[config.mk]
export PLATFORM = sky130hd
export DESIGN_NAME = ram_block_loader
export DESIGN_NICKNAME = d
export VERILOG_FILES = /design/src/rtl/ram_loader_pkg.sv /design/src/rtl/ram_loader_lane_packer.sv /design/src/rtl/ram_block_loader.sv
export SDC_FILE = /design/constraint.sdc
export NUM_CORES = 1
export LEC_CHECK = 0
export CORE_AREA = 10 10 113 115
export DETAILED_ROUTE_END_ITERATION = 10
export DIE_AREA = 0 0 123 125
export PLACE_DENSITY = 0.66
export SLEW_MARGIN = 20
export SYNTH_ARGS = -nofsm -noshare
export SYNTH_HDL_FRONTEND = slang
export SYNTH_SLANG_ARGS = --single-unit
[constraint.sdc]
create_clock -name clk -period 1.9 [get_ports clk]
set_clock_uncertainty 0.2 [all_clocks]
set_input_delay 0.38 -clock clk [delete_from_list [all_inputs] [get_ports clk]]
set_output_delay 0.38 -clock clk [all_outputs]
set_load 0.1 [all_outputs]
[src/rtl/ram_loader_pkg.sv]
// Shared types and sizing helpers for the RAM block loader.
package ram_loader_pkg;

  typedef enum logic [1:0] {
    IDLE,
    LOAD,
    FINISH,
    DONE
  } state_t;

  function automatic int num_words(input int addr_w);
    return 1 << addr_w;
  endfunction

  function automatic int lane_w(input int depth);
    return $clog2(depth);
  endfunction

endpackage

[src/rtl/ram_loader_lane_packer.sv]
// Shadow lane register with per-word widening into PE lanes.
// Define RAM_LOADER_SIGN_EXT_EN to sign-extend words (default zero-extend).
module ram_loader_lane_packer
  import ram_loader_pkg::*;
#(
  parameter int RAM_DATA_WIDTH = 8,
  parameter int PE_DATA_WIDTH  = 16,
  parameter int DEPTH          = 4,
  parameter int LANE_W         = 2
) (
  input  logic                           clk,
  input  logic                           reset,
  input  logic [RAM_DATA_WIDTH-1:0]      word,
  input  logic [LANE_W-1:0]              lane,
  input  logic                           wr,
  input  logic                           commit,
  output logic [PE_DATA_WIDTH*DEPTH-1:0] data_out
);

  logic [DEPTH-1:0][PE_DATA_WIDTH-1:0] shadow;
  logic [DEPTH-1:0][PE_DATA_WIDTH-1:0] next_shadow;
  logic [PE_DATA_WIDTH-1:0]            ext;

`ifdef RAM_LOADER_SIGN_EXT_EN
  assign ext = PE_DATA_WIDTH'($signed(word));
`else
  assign ext = PE_DATA_WIDTH'(word);
`endif

  // Commit sees the word captured this cycle, so the block is whole.
  always_comb begin
    next_shadow = shadow;
    if (wr) next_shadow[lane] = ext;
  end

  always_ff @(posedge clk) begin
    if (reset) begin
      shadow   <= '0;
      data_out <= '0;
    end else begin
      shadow <= next_shadow;
      if (commit) data_out <= next_shadow;
    end
  end

endmodule

[src/rtl/ram_block_loader.sv]
// Streams a whole async-read RAM into DEPTH-wide PE blocks.
// RAM_LOADER_SIGN_EXT_EN selects sign- instead of zero-extension.
module ram_block_loader
  import ram_loader_pkg::*;
#(
  parameter int RAM_ADDR_WIDTH = 6,
  parameter int RAM_DATA_WIDTH = 8,
  parameter int PE_DATA_WIDTH  = 16,
  parameter int DEPTH          = 4
) (
  input  logic                           clk,
  input  logic                           reset,
  input  logic                           start,
  output logic [PE_DATA_WIDTH*DEPTH-1:0] data_out,
  output logic                           data_valid,
  output logic [RAM_ADDR_WIDTH-1:0]      ram_address,
  input  logic [RAM_DATA_WIDTH-1:0]      ram_data,
  output logic                           done
);

  localparam int LW = lane_w(DEPTH);
  localparam int N  = num_words(RAM_ADDR_WIDTH);
  localparam logic [RAM_ADDR_WIDTH-1:0] LAST_BASE =
    RAM_ADDR_WIDTH'(N - DEPTH);

  state_t                    state;
  logic [LW-1:0]             word_counter;
  logic [RAM_ADDR_WIDTH-1:0] base_addr;
  logic                      capture;
  logic                      commit;
  logic                      last;

  assign capture = (state == LOAD);
  assign commit  = capture && (word_counter == LW'(DEPTH - 1));
  assign last    = commit && (base_addr == LAST_BASE);

  always_ff @(posedge clk) begin
    if (reset) begin
      state        <= IDLE;
      ram_address  <= '0;
      word_counter <= '0;
      base_addr    <= '0;
      data_valid   <= 1'b0;
      done         <= 1'b0;
    end else begin
      unique case (state)
        IDLE, DONE: begin
          data_valid  <= 1'b0;
          ram_address <= '0;
          if (start) begin
            state        <= LOAD;
            word_counter <= '0;
            base_addr    <= '0;
            done         <= 1'b0;
          end
        end
        LOAD: begin
          ram_address  <= ram_address + 1'b1;
          word_counter <= word_counter + 1'b1;
          data_valid   <= commit;
          if (commit) base_addr <= base_addr + RAM_ADDR_WIDTH'(DEPTH);
          if (last) state <= FINISH;
        end
        FINISH: begin
          data_valid <= 1'b0;
          done       <= 1'b1;
          state      <= DONE;
        end
        default: state <= IDLE;
      endcase
    end
  end

  ram_loader_lane_packer #(
    .RAM_DATA_WIDTH(RAM_DATA_WIDTH),
    .PE_DATA_WIDTH (PE_DATA_WIDTH),
    .DEPTH         (DEPTH),
    .LANE_W        (LW)
  ) u_packer (
    .clk     (clk),
    .reset   (reset),
    .word    (ram_data),
    .lane    (word_counter),
    .wr      (capture),
    .commit  (commit),
    .data_out(data_out)
  );

endmodule

==> results.md, run 1 <==
* Multi-input gate area at 1769 µm²
* Via-to-Cell Ratio at 4.965
* Final period utilization at 94.60%
* Flop and latch count out of synthesis at 128
* Most frequent cells in the layout: 125 x dfxtp_1, 80 x nor2_1, 76 x buf_12
* Clock-pin slew on the worst setup and hold paths at 0.06 ns
* Cell Area, Synth at 4494 µm²
* CP Data Required Time at 2.09 ns
* Worst hold slack at 0.08203 ns
* DP Worst Slack at 0.07261 ns
* Total power at 7.290 mW
* Syn_area_per_cell at 10.05 µm²
* Yosys top cell by area: dfxtp_1
* Max Root-Sink Buffers at 2
* Fmax at 0.5564 GHz
* Pwr/cell area at 1066 nW/µm²
* Initial Utilization at 42.39%
* IO buf count at 82
* Total Routing Usage GR at 14.11%
* Critical path type: flip-flop to flip-flop
* Post-DP Area at 6200 µm²
* Leak at 2.772 nW
* Crit start category: flip-flop
* Hold Vio Cnt, Final at 0
* Worst setup EP type: flip-flop
* H-tree depth at 4
* RSZ-0062 raised after global routing: yes
* Wire per inst at 15.63 µm
* Design area at 6842 µm²
* Sequential share of the synthesized area at 57.02%
* DP HPWL at 7.384 mm
* Final WS setup at 0.1026 ns
* Yosys top cell area share at 57.02%
* VDD IR-drop max at 563.3 µV
* Largest net degree at the start of global routing at 64
* Detailed-route wire length at 10.69 mm
* Final setup TNS at 0 ns
* Via count at 3396
* Tmin final at 1.797 ns
* Vias in the first global route at 3443
* Min-delay worst type: primary input to flip-flop
* Max incr delay on CP at 0.37 ns
* Post-route DRC at 0
* Most common cell after layout, fill and taps aside: dfxtp_1
* Clock sink total at 128
* Synth Warn # at 0
* Global-route wire length before repair at 17.48 mm
* Root buf cell: clkbuf_8
* Sequential standard cell area at 2566 µm²
* Top post-synthesis cells by area: dfxtp_1 57%, nor2_1 6.7%, mux2i_1 5.6%
* CORE AREA at 10600 µm²
* I/O Pins at 83
* Slew Limit Headroom at 69.09%
* Final non-filler cell total at 684
* TritonCTS clock tree: built
* Syn Nets at 468
* Final ANT Viol Nets at 0
* Buf/Inv on CP at 2
* Num CTS Buffers at 17
* CTS Hold Bufs at 0
* Number of nets in the layout at 552
* Fin. max-slew vios at 0
* Max-capacitance violation count at 0
* Yosys cell types at 41
* RePlAce Congestion at 0.7766
* GR Overflow Total at 0
* Layout fillers at 811
* Initial antenna violation count at 0
* Critical path data arrival time at 1.98 ns
* DRT Pass-1 Iters at 4
* CP delay by family, top: flip-flops
* Worst-Margin Slew at 0.4636 ns
* Dpl cells at 650
* Row cnt at 38
* Core Util, Final at 64.53%
* Die Width at 123 µm
* Crit path cell chain: inv_1 > ha_1 > buf_4 > nand2_2 > mux2i_1 > a211oi_1
* Share of layout cells above drive strength 1 at 23.71%
* Area growth, synth to finish at 52.23%
* Die height at 125 µm
* CP max stage cell: dfxtp_1
* Status: complete, no violations
* Syn Inst Count at 447
* Setup violators final at 0
* Die area at 15380 µm²
* Worst-path maximum fanout at 8
* Diode count at 0
* DRT iter0 DRCs at 156
* Worst-skew pair later-pin latency at 0.51 ns
[worst reg2reg max path, stage by stage, from the launching register on]
cell	delay, ns
dfxtp_1	0.37
inv_1	0.09
ha_1	0.20
buf_4	0.18
nand2_2	0.25
mux2i_1	0.29
a211oi_1	0.10
[cells by family (layout without fill, tap and decap cells)]
| kind of cell | count (synthesis) | in the layout | synth area share [%] |
|---|---|---|---|
| AND/OR/NAND/NOR | 163 | 163 | 17.71 |
| multiplexers | 25 | 25 | 5.568 |
| flip-flops | 128 | 128 | 57.02 |
| XOR/XNOR | 4 | 4 | 0.7797 |
| AO/OA/AOI/OAI | 81 | 81 | 12.33 |
| adder cells (fa/ha/maj) | 10 | 10 | 2.784 |
| buffers and inverters | 36 | 133 | 3.814 |
[flip-flops by register name, summed over array words and instances, names as in the netlist]
name	count
base_addr	4
ram_address	6
data_valid	1
state	2
word_counter	2
u_packer.shadow	48
done	1
u_packer.data_out	64
[final timing paths]
kind | from | to | slack (ns) | cells after the start
worst min register to register | u_packer.shadow[31]$_SDFF_PP0_ | u_packer.shadow[31]$_SDFF_PP0_ | 0.26 | 1
worst max-delay path | state[1]$_SDFFE_PP0P_ | u_packer.data_out[39]$_SDFFE_PP0P_ | 0.10 | 6
worst max register to register | state[1]$_SDFFE_PP0P_ | u_packer.data_out[39]$_SDFFE_PP0P_ | 0.10 | 6
worst min-delay path | reset | u_packer.data_out[10]$_SDFFE_PP0P_ | 0.08 | 2
[layout make-up]
type | count | share of cell area, %
Clock buffer | 18 | 6.255
Clock inverter | 14 | 2.780
Inverter | 5 | 0.2743
Multi-Input combinational cell | 283 | 25.86
Sequential cell | 128 | 37.51
Tap cell | 140 | 2.560
Timing Repair Buffer | 96 | 24.76
[synth_stat cells]
cell      instances
a211oi_1         25
a21boi_0          1
a21oi_1          18
a22oi_1          24
and2_1           32
and2_4            1
and2b_1           1
and3b_1           4
and4_1            2
buf_1             4
buf_2            14
buf_4             3
buf_6             1
clkbuf_1          9
dfxtp_1         128
ha_1             10
inv_1             4
inv_2             1
mux2i_1          25
nand2_1          19
nand2_2           3
nand2b_1          1
nand3_1           3
nand3b_1          1
nand4_1           3
nand4b_1          3
nor2_1           80
nor2_2            1
nor2b_1           5
nor3_1            1
nor4_1            1
o211a_1           1
o211ai_1          1
o21ai_0           5
o21bai_1          2
o311ai_1          1
o31ai_1           3
or3_1             1
or4_1             1
xnor2_1           1
xor2_1            3
[power by group]
group / switching [mW] / internal, mW
clock: 1.18 / 2.16
combinational: 0.661 / 0.412
sequential: 0.0800 / 2.80
[routing by layer]
layer | share of wire, % | up-vias | track usage [%]
met4 | 0.95 | 0 | 4.729
met1 | 45 | 1611 | 17.65
met2 | 48 | 74 | 21.84
met5 | 0 | - | 0
met3 | 6.1 | 11 | 5.311
li1 | - | 1700 | -
[repair_timing]
item | CTS | global route
endpoints found under the setup margin | 0 | 20
setup buffers | 0 | 2
resized for setup | 0 | 2
(Power assumes the default switching activity.)
==> run 2: changes to the inputs <==
- CTS_CLUSTER_DIAMETER: default -> 100
==> results of run 2 <==
No change in the layout: final DEF, timing and power equal those of run 1.
